<file path="config.mk">
export PLATFORM = sky130hd
export DESIGN_NAME = exu_lsuagu_split
export DESIGN_NICKNAME = d
export VERILOG_FILES = /design/src/rtl/lsuagu_pkg.sv /design/src/rtl/exu_lsuagu_lane.sv /design/src/rtl/exu_lsuagu_split.sv
export SDC_FILE = /design/constraint.sdc
export NUM_CORES = 1
export LEC_CHECK = 0
export ABC_AREA = 1
export BUFFER_PORTS_ARGS = -buffer_cell sky130_fd_sc_hd__buf_4
export CORE_ASPECT_RATIO = 0.75
export CORE_UTILIZATION = 57
export DETAILED_ROUTE_END_ITERATION = 8
export PLACE_DENSITY_LB_ADDON = 0.3
export SLEW_MARGIN = 20
export SYNTH_ARGS = -nofsm -noshare
export SYNTH_HDL_FRONTEND = slang
export SYNTH_SLANG_ARGS = --single-unit
</file>
<file path="constraint.sdc">
create_clock -name clk -period 5.3 [get_ports clk]
set_input_delay 0.265 -clock clk [delete_from_list [all_inputs] [get_ports clk]]
set_output_delay 0.265 -clock clk [all_outputs]
set_load 0.05 [all_outputs]
</file>
<file path="src/rtl/lsuagu_pkg.sv">
// Shared encodings and helpers for the split-capable load/store address-generation unit.
// Width helpers take XLEN so each module can derive its own bus geometry.
package lsuagu_pkg;

    typedef enum logic [2:0] {
        StIdle = 3'd0,
        StCmd0 = 3'd1,
        StRsp0 = 3'd2,
        StCmd1 = 3'd3,
        StRsp1 = 3'd4,
        StWbck = 3'd5
    } lsu_state_e;

    localparam logic [1:0] SZ_B = 2'b00;
    localparam logic [1:0] SZ_H = 2'b01;
    localparam logic [1:0] SZ_W = 2'b10;
    localparam logic [1:0] SZ_D = 2'b11;

    function automatic int unsigned nb_of(input int unsigned xlen);
        return xlen / 8;
    endfunction

    function automatic int unsigned off_w_of(input int unsigned xlen);
        return $clog2(xlen / 8);
    endfunction

    // An access of 2**size bytes at byte offset off spills into the next bus word.
    function automatic logic is_split(input int unsigned off, input logic [1:0] size,
                                      input int unsigned nb);
        return (off + (32'd1 << size)) > nb;
    endfunction

    localparam int unsigned XLEN_DEF = 32;
    localparam int unsigned NB       = nb_of(XLEN_DEF);
    localparam int unsigned OFF_W    = off_w_of(XLEN_DEF);

endpackage

</file>
<file path="src/rtl/exu_lsuagu_lane.sv">
// Byte-lane steering: spreads store data/mask across two bus beats and merges,
// aligns and extends the two load beats back into one register value.
module exu_lsuagu_lane
    import lsuagu_pkg::*;
#(
    parameter int unsigned XLEN = 32
) (
    input  logic [off_w_of(XLEN)-1:0] off_i,
    input  logic [1:0]                size_i,
    input  logic                      usign_i,
    input  logic [XLEN-1:0]           rs2_i,
    input  logic [XLEN-1:0]           rdata0_i,
    input  logic [XLEN-1:0]           rdata1_i,
    output logic [2*XLEN-1:0]         wide_data_o,
    output logic [2*XLEN/8-1:0]       wide_mask_o,
    output logic [XLEN-1:0]           load_data_o
);

    localparam int unsigned NBL = nb_of(XLEN);
    localparam int unsigned OW  = off_w_of(XLEN);
    localparam int unsigned SW  = $clog2(2 * XLEN);

    logic [OW+2:0]      shamt;
    logic [2*XLEN-1:0]  merged;
    logic [2*NBL-1:0]   byte_mask;
    logic [SW-1:0]      sign_idx;
    logic               fill;
    int                 nbytes;

    assign shamt       = {off_i, 3'b000};
    assign wide_data_o = {{XLEN{1'b0}}, rs2_i} << shamt;
    assign merged      = {rdata1_i, rdata0_i} >> shamt;
    assign wide_mask_o = byte_mask << off_i;

    always_comb begin
        nbytes = int'(32'd1 << size_i);
        for (int i = 0; i < int'(2 * NBL); i++) begin
            byte_mask[i] = (i < nbytes);
        end
    end

    // Bits above the access width are filled from the access's top bit unless zero-extending.
    always_comb begin
        sign_idx = SW'(nbytes * 8 - 1);
        fill     = merged[sign_idx] & ~usign_i;
        for (int i = 0; i < int'(XLEN); i++) begin
            load_data_o[i] = (i < nbytes * 8) ? merged[i] : fill;
        end
    end

endmodule

</file>
<file path="src/rtl/exu_lsuagu_split.sv">
// Load/store AGU with one instruction in flight: computes rs1 + imm, issues one or two
// word-aligned bus beats, and writes back a single merged, extended result.
module exu_lsuagu_split
    import lsuagu_pkg::*;
#(
    parameter int unsigned XLEN     = 32,
    parameter int unsigned AW       = 16,
    parameter int unsigned ITAG_W   = 2,
    parameter bit          SPLIT_EN = 1'b1
) (
    input  logic              clk,
    input  logic              rst,
    input  logic              i_valid,
    output logic              i_ready,
    input  logic [XLEN-1:0]   i_rs1,
    input  logic [XLEN-1:0]   i_rs2,
    input  logic [XLEN-1:0]   i_imm,
    input  logic              i_load,
    input  logic              i_store,
    input  logic [1:0]        i_size,
    input  logic              i_usign,
    input  logic [ITAG_W-1:0] i_itag,
    output logic              cmd_valid,
    input  logic              cmd_ready,
    output logic [AW-1:0]     cmd_addr,
    output logic              cmd_read,
    output logic [XLEN-1:0]   cmd_wdata,
    output logic [XLEN/8-1:0] cmd_wmask,
    output logic [ITAG_W-1:0] cmd_itag,
    input  logic              rsp_valid,
    output logic              rsp_ready,
    input  logic [XLEN-1:0]   rsp_rdata,
    input  logic              rsp_err,
    output logic              o_valid,
    input  logic              o_ready,
    output logic [XLEN-1:0]   o_wdat,
    output logic [ITAG_W-1:0] o_itag,
    output logic              o_err,
    output logic              o_misalgn
);

    localparam int unsigned NBL = nb_of(XLEN);
    localparam int unsigned OW  = off_w_of(XLEN);

    lsu_state_e        state_q, state_d;
    logic [XLEN-1:0]   addr_q, rs2_q, rdata0_q, rdata1_q;
    logic [1:0]        size_q;
    logic              usign_q, load_q, split_q, err_q, misalgn_q;
    logic [ITAG_W-1:0] itag_q;

    logic [XLEN-1:0]   addr_sum;
    logic              split_in, accept, beat1;
    logic [AW-1:0]     beat0_addr, beat1_addr;
    logic [2*XLEN-1:0] wide_data;
    logic [2*NBL-1:0]  wide_mask;
    logic [XLEN-1:0]   load_data;

    assign addr_sum = i_rs1 + i_imm;
    assign split_in = is_split(32'(addr_sum[OW-1:0]), i_size, NBL);
    assign accept   = i_valid && (state_q == StIdle);

    assign beat0_addr = {addr_q[AW-1:OW], {OW{1'b0}}};
    assign beat1_addr = beat0_addr + AW'(NBL);

    exu_lsuagu_lane #(
        .XLEN(XLEN)
    ) u_lane (
        .off_i       (addr_q[OW-1:0]),
        .size_i      (size_q),
        .usign_i     (usign_q),
        .rs2_i       (rs2_q),
        .rdata0_i    (rdata0_q),
        .rdata1_i    (split_q ? rdata1_q : '0),
        .wide_data_o (wide_data),
        .wide_mask_o (wide_mask),
        .load_data_o (load_data)
    );

    always_comb begin
        state_d = state_q;
        case (state_q)
            StIdle: if (i_valid)   state_d = (split_in && !SPLIT_EN) ? StWbck : StCmd0;
            StCmd0: if (cmd_ready) state_d = StRsp0;
            StRsp0: if (rsp_valid) state_d = split_q ? StCmd1 : StWbck;
            StCmd1: if (cmd_ready) state_d = StRsp1;
            StRsp1: if (rsp_valid) state_d = StWbck;
            StWbck: if (o_ready)   state_d = StIdle;
            default:               state_d = StIdle;
        endcase
    end

    always_ff @(posedge clk) begin
        if (rst) begin
            state_q   <= StIdle;
            addr_q    <= '0;
            rs2_q     <= '0;
            rdata0_q  <= '0;
            rdata1_q  <= '0;
            size_q    <= SZ_B;
            usign_q   <= 1'b0;
            load_q    <= 1'b0;
            split_q   <= 1'b0;
            err_q     <= 1'b0;
            misalgn_q <= 1'b0;
            itag_q    <= '0;
        end else begin
            state_q <= state_d;
            if (accept) begin
                addr_q    <= addr_sum;
                rs2_q     <= i_rs2;
                size_q    <= i_size;
                usign_q   <= i_usign;
                load_q    <= i_load && !i_store;
                itag_q    <= i_itag;
                split_q   <= split_in;
                misalgn_q <= split_in && !SPLIT_EN;
                err_q     <= 1'b0;
                rdata0_q  <= '0;
                rdata1_q  <= '0;
            end
            // Beat errors accumulate and only surface at write-back.
            if (state_q == StRsp0 && rsp_valid) begin
                rdata0_q <= rsp_rdata;
                err_q    <= err_q | rsp_err;
            end
            if (state_q == StRsp1 && rsp_valid) begin
                rdata1_q <= rsp_rdata;
                err_q    <= err_q | rsp_err;
            end
            if (state_q == StWbck && o_ready) begin
                err_q     <= 1'b0;
                misalgn_q <= 1'b0;
            end
        end
    end

    always_comb begin
        beat1     = (state_q == StCmd1);
        cmd_valid = (state_q == StCmd0) || beat1;
        cmd_addr  = beat1 ? beat1_addr : beat0_addr;
        cmd_read  = load_q;
        cmd_itag  = itag_q;
        cmd_wmask = beat1 ? wide_mask[2*NBL-1:NBL] : wide_mask[NBL-1:0];
        if (load_q) begin
            cmd_wdata = '0;
        end else begin
            cmd_wdata = beat1 ? wide_data[2*XLEN-1:XLEN] : wide_data[XLEN-1:0];
        end
    end

    assign i_ready   = (state_q == StIdle);
    assign rsp_ready = (state_q == StRsp0) || (state_q == StRsp1);
    assign o_valid   = (state_q == StWbck);
    assign o_itag    = itag_q;
    assign o_err     = o_valid && err_q;
    assign o_misalgn = o_valid && misalgn_q;

    always_comb begin
        o_wdat = '0;
        if (o_valid) begin
            if (misalgn_q)   o_wdat = addr_q;
            else if (load_q) o_wdat = load_data;
        end
    end

endmodule

</file>
**Word level (Yosys, flattened, before mapping)**

Cells that the tools add are included.

- Add/subtract/negate cells: 4
- Multipliers: 0
- Div/mod/pow operators: 0
- Order comparisons: 42
- Equality and inequality tests: 11
- Shifts and indexed selects: 5
- Multiplexer cells: 55
- Bitwise logic cells: 3
- Reductions and logical operators: 15

Operators with widths:

| operator | number |
|---|---|
| < comparator 6 x 32 -> 1 bit (first input constant) | 16 |
| < comparator 4 x 32 -> 1 bit (first input constant) | 8 |
| < comparator 5 x 32 -> 1 bit (first input constant) | 8 |
| two-way mux 32 bit | 8 |
| < comparator 3 x 32 -> 1 bit (first input constant) | 4 |
| < comparator 1 x 32 -> 1 bit (first input constant) | 2 |
| < comparator 2 x 32 -> 1 bit (first input constant) | 2 |
| left shift 1 x 2 -> 32 bit (first input constant) | 2 |
| left shift 32 x 5 -> 64 bit | 1 |
| right shift 64 x 5 -> 64 bit | 1 |
| two-way mux 1 bit | 36 |
| adder 2 x 32 -> 32 bit | 1 |
| > comparator 32 x 3 -> 1 bit (second input constant) | 1 |
| two-way mux 3 bit | 7 |
| one-hot mux 3 bit (6 select lines) | 1 |
| adder 16 bit | 1 |
| adder 16 x 3 -> 16 bit (second input constant) | 1 |
| two-way mux 16 bit | 1 |
| inequality test 2 bit (second input constant) | 5 |
| left shift 8 x 2 -> 8 bit | 1 |
| < comparator 6 x 7 -> 1 bit (second input constant) | 1 |
| binary-select mux 1 bit (select 6 bit) | 1 |
| == test 3 x 2 -> 1 bit (second input constant) | 2 |
| == test 3 bit (second input constant) | 2 |
| other kinds (15) | 22 |

- Register bits after elaboration: 123
- Bits in latches: 0
- Bits in writable memories: 0
- Bits in read-only memories: 0
- Input port bits: 142
- Output and inout port bits: 95
- Word-level logic and storage cells: 146
- Memories kept: 0

**Depth between registers and ports, before layout**

Gate-level depths: netlist (run 1).

- Word-level depth: 8
- Gate-level depth with buffers: 13
- Gate-level depth less buffers: 13

**Cells and area by module**

From an unflattened synthesis (run 1), not the netlist that was laid out.

- Cells, all modules: 1482
- Area total of the unflattened synthesis: 9260.1 µm²

By module, submodules not included:

| module | times used | cells an instance | area an instance (µm²) | seq. area each (µm²) |
|---|---|---|---|---|
| exu_lsuagu_split | 1 | 1084 | 7219.4 | 2462.4 |
| exu_lsuagu_lane | 1 | 398 | 2040.7 | 0.0 |

**Least setup slack after synthesis (run 1)**

OpenSTA, ideal clock, no wires.

- Path type: reg2out
- From: register state_q[2]
- To: output port o_wdat[7]
- Arrival time: 2.615 ns
- Path slack: 2.420 ns
- Cell stages (with the launch flop): 5
- Buffers on the path: 0
- Cells stage by stage: dfxtp_1 inv_1 nor2_1 inv_1 nor3_1

- Word-level cells in the longest chain between the ends: 2

Ends and longest elaborated chain:

| what | line | RTL |
|---|---|---|
| from (decl) | exu_lsuagu_split.sv:45 | `lsu_state_e state_q, state_d;` |
| from (signal assigned) | exu_lsuagu_split.sv:94 | `state_q <= StIdle;` |
| from (signal assigned) | exu_lsuagu_split.sv:107 | `state_q <= state_d;` |
| == test 3 bit | exu_lsuagu_split.sv:153 | `assign o_valid = (state_q == StWbck);` |
| net o_valid | exu_lsuagu_split.sv:34 | `output logic o_valid,` |
| two-way mux 32 bit | exu_lsuagu_split.sv:160 | `if (o_valid) begin` |
| to (decl) | exu_lsuagu_split.sv:36 | `output logic [XLEN-1:0] o_wdat,` |

The timed path passes the listed nets, and every way through them passes these cells.

**Worst setup path after layout (run 1)**

- From: register size_q[1]
- To: output port o_wdat[13]

- Word-level cells in the longest chain between the ends: 8

Ends and longest elaborated chain:

| what | line | RTL |
|---|---|---|
| from (decl) | exu_lsuagu_split.sv:47 | `logic [1:0] size_q;` |
| from (signal assigned) | exu_lsuagu_split.sv:111 | `size_q <= i_size;` |
| left shift 1 x 2 -> 32 bit * | exu_lsuagu_lane.sv:36 | `nbytes = int'(32'd1 << size_i);` |
| subtractor 6 x 2 -> 6 bit | exu_lsuagu_lane.sv:44 | `sign_idx = SW'(nbytes * 8 - 1);` |
| binary-select mux 1 bit (select 6 bit) | exu_lsuagu_lane.sv:45 | `fill = merged[sign_idx] & ~usign_i;` |
| two-way mux 1 bit (implied by the code) | exu_lsuagu_lane.sv:45 |  |
| AND 1 bit | exu_lsuagu_lane.sv:45 |  |
| two-way mux 1 bit * | exu_lsuagu_lane.sv:47 | `load_data_o[i] = (i < nbytes * 8) ? merged[i] : fill;` |
| two-way mux 32 bit * | exu_lsuagu_split.sv:162 | `else if (load_q) o_wdat = load_data;` |
| two-way mux 32 bit * | exu_lsuagu_split.sv:160 |  |

Mark *: on every way between the ends. The rest lies on a longest branch, timed or not. The select of a mux whose other input is x is not followed.

==> results of run 1 <==
per-layer routing:
metal,vias to the layer above,share of wire (%),global-route usage [%]
met1,4013,43,49.9
met4,0,1.8,9.74
met5,-,0,0
met2,569,42,55.2
met3,42,13,8.90
li1,4332,-,-
cell families after synthesis:
logic type	share of synthesized area, %
adder cells (fa/ha/maj)	3.59
AND/OR/NAND/NOR	27.7
other	0.0485
buffers and inverters	12.0
AO/OA/AOI/OAI	24.8
flip-flops	29.8
XOR/XNOR	2.04
worst register-to-register path, cell delays in order, from the launching register on:
cell and delay, ns:
dfxtp_1 0.39, nor2_2 0.22, nand2_1 0.11, inv_2 0.09, nand2_4 0.26, inv_2 0.72
o21ai_0 0.18, o21bai_1 0.22, inv_1 0.05
through the flow:
step / power (mW) / setup WS, ns / utilization (%) / instances / instance area [um^2]
finish: 5.13 / 1.69 / 73.7 / 1564 / 9660
global route: 5.40 / 1.63 / 73.7 / 1564 / 9660
CTS: 5.08 / 1.80 / 73.7 / 1564 / 9660
detailed placement: 3.96 / 2.28 / 69.3 / 1532 / 9090
global placement: 3.92 / 2.33 / 69.3 / 1532 / 9090
floorplan: 3.28 / 2.42 / - / 1233 / 7740
cell type report:
cell class	instances	area share, %
Multi-Input combinational cell	906	46.7
Sequential cell	115	23.8
Timing Repair Buffer	208	16.2
Inverter	132	5.13
Clock buffer	17	4.40
Tap cell	171	2.22
Clock inverter	15	1.52
flip-flops by register name, indices dropped and copies added, names as in the netlist:
name	cells
rdata1_q	24
err_q	1
size_q	2
cmd_itag	2
split_q	1
addr_q	16
rs2_q	32
cmd_read	1
state_q	3
usign_q	1
rdata0_q	32
power by group through the flow:
| stage | Clock [mW] | Sequential, mW | Combinational, mW |
|---|---|---|---|
| 4_1_cts | 1.12 | 1.23 | 2.74 |
| 3_3_place_gp | 0 | 1.23 | 2.68 |
| 6_report | 1.12 | 1.24 | 2.77 |
| 5_1_grt | 1.16 | 1.26 | 2.98 |
| 2_1_floorplan | 0 | 1.16 | 2.11 |
| 3_5_place_dp | 0 | 1.24 | 2.72 |
worst max path at each step:
stage                                  from         end  cells past startpoint
floorplan           state_q[2]$_SDFFE_PP0P_   o_wdat[7]                      4
global placement     size_q[1]$_SDFFE_PP0P_   o_wdat[8]                      9
detailed placement   size_q[1]$_SDFFE_PP0P_  o_wdat[13]                      9
CTS                  size_q[1]$_SDFFE_PP0P_  o_wdat[13]                      9
global route         addr_q[0]$_SDFFE_PP0P_  o_wdat[13]                     11
finish               size_q[1]$_SDFFE_PP0P_  o_wdat[13]                      9
cell usage in the layout, fill, tap and decap left out, drive strengths merged:
master / netlist / layout
nor4: 2 / 2
conb: 1 / 3
a211oi: 3 / 3
clkbuf: 31 / 17
nor3: 2 / 2
bufinv: 0 / 1
nand4: 1 / 1
nand3b: 1 / 1
nand3: 74 / 74
o21bai: 4 / 4
o21a: 2 / 2
o221ai: 10 / 10
dfxtp: 115 / 115
a21o: 3 / 3
a22oi: 1 / 1
a31o: 1 / 1
o211ai: 6 / 6
ha: 19 / 19
o31a: 4 / 4
clkinv: 0 / 6
buf: 49 / 208
or2: 3 / 3
clkinvlp: 0 / 2
a31oi: 13 / 13
o31ai: 4 / 4
o21ai: 126 / 126
fa: 2 / 2
a21oi: 175 / 175
nand2: 348 / 348
o2111ai: 1 / 1
xor2: 15 / 15
xnor2: 3 / 3
o22ai: 2 / 2
inv: 132 / 138
nor2: 78 / 78
==> summary.md, run 1 <==
| Metric | Value |
|---|---|
| Reg-to-reg endpoint | addr_q[12]$_SDFFE_PP0P_ |
| Switching share of total power | 51.8% |
| Die Area | 0.0140 mm^2 |
| Largest net degree at the start of global routing | 86 |
| Leak | 4.41 nW |
| Data required, critical path | 5.04 ns |
| Tcrit/Tclk final | 68.0% |
| Synth top area share | 29.8% |
| MaxCap Viol Count | 0 |
| Post-synth top cells | nand2_1 (344), a21oi_1 (175), inv_1 (125) |
| CTS root buf | clkbuf_16 |
| P per Cell Area | 531 mW/mm^2 |
| H-tree levels | 4 |
| Flop-to-flop setup slack | 3.01 ns |
| Clock latency at the later pin of the worst-skew pair | 0.42 ns |
| RSZ-0062 raised after global routing | no |
| FF/Latch Area | 0.00230 mm^2 |
| Setup-failing EPs final | 0 |
| Arr. time, crit path | 3.34 ns |
| Clk pin slew, worst setup/hold paths | 0.06 ns |
| Post-synth EDFFs | 0 |
| Syn avg cell area | 6.28 um^2 |
| Ys async rst share | 0% |
| Post-DRT Antenna Nets | 0 |
| Clock Tree Buf Depth | 2 |
| Cell count after synthesis | 1231 |
| Seq pwr share | 24.2% |
| TNS Setup | 0 ns |
| Via count | 8956 |
| Ys Warns | 0 |
| Post-CTS sizing | 0 |
| Final nets | 1543 |
| Clock power frac | 21.8% |
| Crit Path Max Fanout | 18 |
| Die Span Y | 103 um |
| Final RePlAce weighted congestion | 0.986 |
| Cell Chain, Critical Path | inv_1 -> nand2_1 -> ha_1 -> nand2_1 -> nand3_2 -> nand3_1 -> nand2_1 -> nor2_1 -> buf_4 |
| Worst Setup Start Kind | register |
| Multi-input combinational cell area | 0.00451 mm^2 |
| Fmax achieved | 277 MHz |
| Cell family with most CP delay | simple AND/OR/NAND/NOR gates |
| Most common cell in the netlist | nand2_1 |
| Fin. Hold Viols | 0 |
| Post-synthesis cell type count | 45 |
| Int Pwr | 2.47 mW |
| Grt ovf | 0 |
| DRT Pass-1 Iters | 7 |
| CP max-delay cell | dfxtp_1 |
| Post-CTS Hold Buffers | 0 |
| Worst stage delay on the critical path | 0.83 ns |
| Top Ports | 237 |
| Dpl hpwl | 17200 um |
| Logic pwr share | 54.0% |
| Critical path type | register to primary output |
| Area Growth Syn to Fin | 24.9% |
| Worst R2R Path Depth | 8 |
| Worst hold start | i_rs2[27] |
| CP Capture Type | primary output |
| Drt first-iter violations | 1027 |
| Vias/cell | 5.73 |
| Routed len/inst | 16.2 um |
| Site row count | 36 |
| CP bufs+invs | 2 |
| Initial antenna violation count | 0 |
| DRC viols | 0 |
| IO buf count | 201 |
| Die Width | 136 um |
| Final Slew Violations | 0 |
| Worst Hold End | rs2_q[27]$_SDFFE_PP0P_ |
| CTS Sinks | 115 |
| Core Box Area | 0.0131 mm^2 |
| Layout filler cell count | 1116 |
| Actual slew at the worst max-slew pin | 0.992 ns |
| CTS buffer count | 17 |
| FF-to-FF Start | state_q[0]$_SDFFE_PP0P_ |
| Register area share after synthesis | 29.8% |
| Worst vdd ir | 0.517 mV |
| First-pass GRT wire length | 38800 um |
| Prevailing post-synth register cell | dfxtp_1 |
| Max-slew headroom | 33.8% |
| Hold-critical path depth | 3 |
| Diodes inserted | 0 |
| Initial Utilization | 59.0% |
| Hold WS | 0.104 ns |
| Mapped Area | 0.00773 mm^2 |
| Post-CTS setup buffer count | 0 |
| Worst Hold Class | input port to register |
| Routed WL | 25400 um |
| Yosys top cell by area | dfxtp_1 |
| #FFs+latches synth | 115 |
| Outcome | completed |
| Number of global-route vias before repair | 7693 |
| Layout cells sized above 1 | 20.1% |
| Fin crit period | 3.61 ns |
| Top cells by area, synth | dfxtp_1 (30%), nand2_1 (17%), a21oi_1 (11%), o21ai_0 (7.8%), inv_1 (6.1%) |
| Gr usage total | 35.9% |
| Most frequent CP cell | nand2_1 |
| NetSw | 2.66 mW |
| CTS tree | built |
| Layout Skew | 0.00947 ns |
No activity file was read; power rests on OpenSTA's default activity.
==> inputs of run 2 (changes only) <==
--- a/config.mk
+++ b/config.mk
@@ -8,7 +8,7 @@
 export ABC_AREA = 1
 export BUFFER_PORTS_ARGS = -buffer_cell sky130_fd_sc_hd__buf_4
 export CORE_ASPECT_RATIO = 0.75
-export CORE_UTILIZATION = 57
+export CORE_UTILIZATION = 53
 export DETAILED_ROUTE_END_ITERATION = 8
 export PLACE_DENSITY_LB_ADDON = 0.3
 export SLEW_MARGIN = 20
==> constraint.sdc (replaced) <==
create_clock -name clk -period 3.76 [get_ports clk]
set_input_delay 0.188 -clock clk [delete_from_list [all_inputs] [get_ports clk]]
set_output_delay 0.188 -clock clk [all_outputs]
set_load 0.05 [all_outputs]
==> run 2 against run 1 <==
Compared with the run above: power increased by 43%; critical path depth is the same; critical endpoint is now o_wdat[16]; largest cell class unchanged; via count is 0.86% lower.
==> summary.md, run 2 (synthesized netlist as in run 1, its figures left out) <==
| Metric | Value |
|---|---|
| Max-slew headroom | 38.1% (was 33.8%) |
| CTS tree | built (unchanged) |
| Grt ovf | 0 (unchanged) |
| Via count | 8879 (was 8956) |
| Placed Area | 0.00913 mm^2 (was 0.00909 mm^2) |
| Arr. time, crit path | 3.04 ns (was 3.34 ns) |
| Drt first-iter violations | 920 (was 1027) |
| Non-Filler Instances | 1590 (was 1564) |
| CP Capture Type | primary output (unchanged) |
| Tot Pwr | 7.35 mW (was 5.13 mW) |
| Site row count | 37 (was 36) |
| Final WS setup | 0.532 ns (was 1.69 ns) |
| First-pass GRT wire length | 39300 um (was 38800 um) |
| Largest net degree at the start of global routing | 85 (was 86) |
| Largest registers | rdata0_q: 32 flops, rs2_q: 32 flops, rdata1_q: 24 flops (unchanged) |
| Multi-input combinational cell area | 0.00451 mm^2 (unchanged) |
| Cell family with most CP delay | buffers and inverters (was simple AND/OR/NAND/NOR gates) |
| Hold-critical path depth | 3 (unchanged) |
| Area Growth Syn to Fin | 26.1% (was 24.9%) |
| Worst R2R Path Depth | 8 (unchanged) |
| Levels on crit path | 9 (unchanged) |
| Initial antenna violation count | 0 (unchanged) |
| Most common cell after layout, fill and taps aside | nand2_1 (unchanged) |
| CP max-delay cell | buf_4 (was dfxtp_1) |
| Layout cells sized above 1 | 20.2% (was 20.1%) |
| Hold WS | 0.0332 ns (was 0.104 ns) |
| Die Width | 141 um (was 136 um) |
| Fmax achieved | 310 MHz |
| Setup-failing EPs final | 0 (unchanged) |
| Critical path type | register to primary output (unchanged) |
| Worst Hold Class | input port to register (unchanged) |
| Leak | 4.43 nW (was 4.41 nW) |
| Top Ports | 237 (unchanged) |
| Post-CTS sizing | 0 (unchanged) |
| Post-CTS setup buffer count | 0 (unchanged) |
| Core Box Area | 0.0140 mm^2 (was 0.0131 mm^2) |
| Tcrit/Tclk final | 85.9% |
| Gr usage total | 33.2% (was 35.9%) |
| MaxCap Viol Count | 0 (unchanged) |
| P per Cell Area | 754 mW/mm^2 (was 531 mW/mm^2) |
| CTS buffer count | 17 (unchanged) |
| Die Span Y | 107 um (was 103 um) |
| FF/Latch Area | 0.00230 mm^2 (unchanged) |
| Layout filler cell count | 1246 (was 1116) |
| Place WS | 1.07 ns (was 2.28 ns) |
| Final nets | 1545 (was 1543) |
| Most frequent CP cell | nand2_1 (unchanged) |
| DRC viols | 0 (unchanged) |
| Most frequent cells in the layout | nand2_1 (343), buf_4 (210), a21oi_1 (175) (was nand2_1 (343), buf_4 (208), a21oi_1 (175)) |
| Final instance area | 0.00975 mm^2 (was 0.00966 mm^2) |
| Layout Skew | 0.00701 ns (was 0.00947 ns) |
| IO buf count | 201 (unchanged) |
| CTS root buf | clkbuf_16 (unchanged) |
| Crit Path Max Fanout | 83 (was 18) |
| Die Area | 0.0151 mm^2 (was 0.0140 mm^2) |
| TNS Setup | 0 ns (unchanged) |
| Cell Chain, Critical Path | buf_4 -> nand2_1 -> inv_1 -> nand2_1 -> o211ai_1 -> nand2_1 -> inv_1 -> nor2_1 -> buf_4 (was inv_1 -> nand2_1 -> ha_1 -> nand2_1 -> nand3_2 -> nand3_1 -> nand2_1 -> nor2_1 -> buf_4) |
| CP bufs+invs | 4 (was 2) |
| Initial Utilization | 55.3% (was 59.0%) |
| Dpl hpwl | 17500 um (was 17200 um) |
| Routed WL | 25400 um (unchanged) |
| Fin crit period | 3.23 ns |
| Post-layout util | 69.7% (was 73.7%) |
| Post-DRT Antenna Nets | 0 (unchanged) |
| Actual slew at the worst max-slew pin | 0.928 ns (was 0.992 ns) |
| Diodes inserted | 0 (unchanged) |
| Clock Tree Buf Depth | 2 (unchanged) |
| Final RePlAce weighted congestion | 0.946 (was 0.986) |
| CTS Sinks | 115 (unchanged) |
| Data required, critical path | 3.57 ns (was 5.04 ns) |
| Worst vdd ir | 0.575 mV (was 0.517 mV) |
| Post-CTS Hold Buffers | 0 (unchanged) |
| H-tree levels | 4 (unchanged) |
| Worst Setup Start Kind | register (unchanged) |
| Vias/cell | 5.58 (was 5.73) |
| Clk pin slew, worst setup/hold paths | 0.06 ns (about the same) |
| Clock latency at the later pin of the worst-skew pair | 0.41 ns (was 0.42 ns) |
| Routed len/inst | 16.0 um (was 16.2 um) |
| Worst stage delay on the critical path | 0.64 ns (was 0.83 ns) |
| Outcome | completed (unchanged) |
| Final Slew Violations | 0 (unchanged) |
| Fin. Hold Viols | 0 (unchanged) |
| DRT Pass-1 Iters | 6 (was 7) |
| RSZ-0062 raised after global routing | no (unchanged) |
| Number of global-route vias before repair | 7763 (was 7693) |
| Dpl cells | 1558 (was 1532) |
-- run 2: report_power, final --
group | switching (mW) | total, mW | leakage (nW) | internal [mW]
registers | 0.240 | 1.70 | 0.939 | 1.46
logic | 2.84 | 3.94 | 3.20 | 1.10
clock network | 0.636 | 1.70 | 0.290 | 1.07
total | 3.72 | 7.35 | 4.43 | 3.63
-- run 2: path summary, 6_finish.rpt --
kind / start / to / slack, ns
worst max register to register: state_q[0]$_SDFFE_PP0P_ / split_q$_SDFFE_PP0P_ / 1.53
worst max-delay path: addr_q[0]$_SDFFE_PP0P_ / o_wdat[16] / 0.53
worst min register to register: rdata0_q[19]$_SDFFE_PP0P_ / rdata0_q[19]$_SDFFE_PP0P_ / 0.47
worst min-delay path: i_rs2[10] / rs2_q[10]$_SDFFE_PP0P_ / 0.03
-- run 2: final cells by class --
cell class,count,share of cell area [%]
clock inverter,14,1.82
sequential,115,23.6
timing repair buffer,210,16.2
inverter,132,5.08
tap,195,2.50
multi-input combinational,906,46.3
clock buffer,18,4.50
-- run 2: worst register-to-register path: stages, from the launching register on --
cell and delay, ns:
dfxtp_1 0.49, nor2_2 0.11, nand2_1 0.11, inv_2 0.06, nand2_4 0.21, buf_4 0.68, o21ai_0 0.20, a31oi_1 0.17
nor2_1 0.05
-- run 2: layer usage --
metal	GRT usage (%)	wire (um)	vias up
met2	49.1	10800	496
li1	-	-	4329
met3	8.53	2910	37
met1	46.9	11200	4017
met4	10.5	440	0
met5	0	0	-
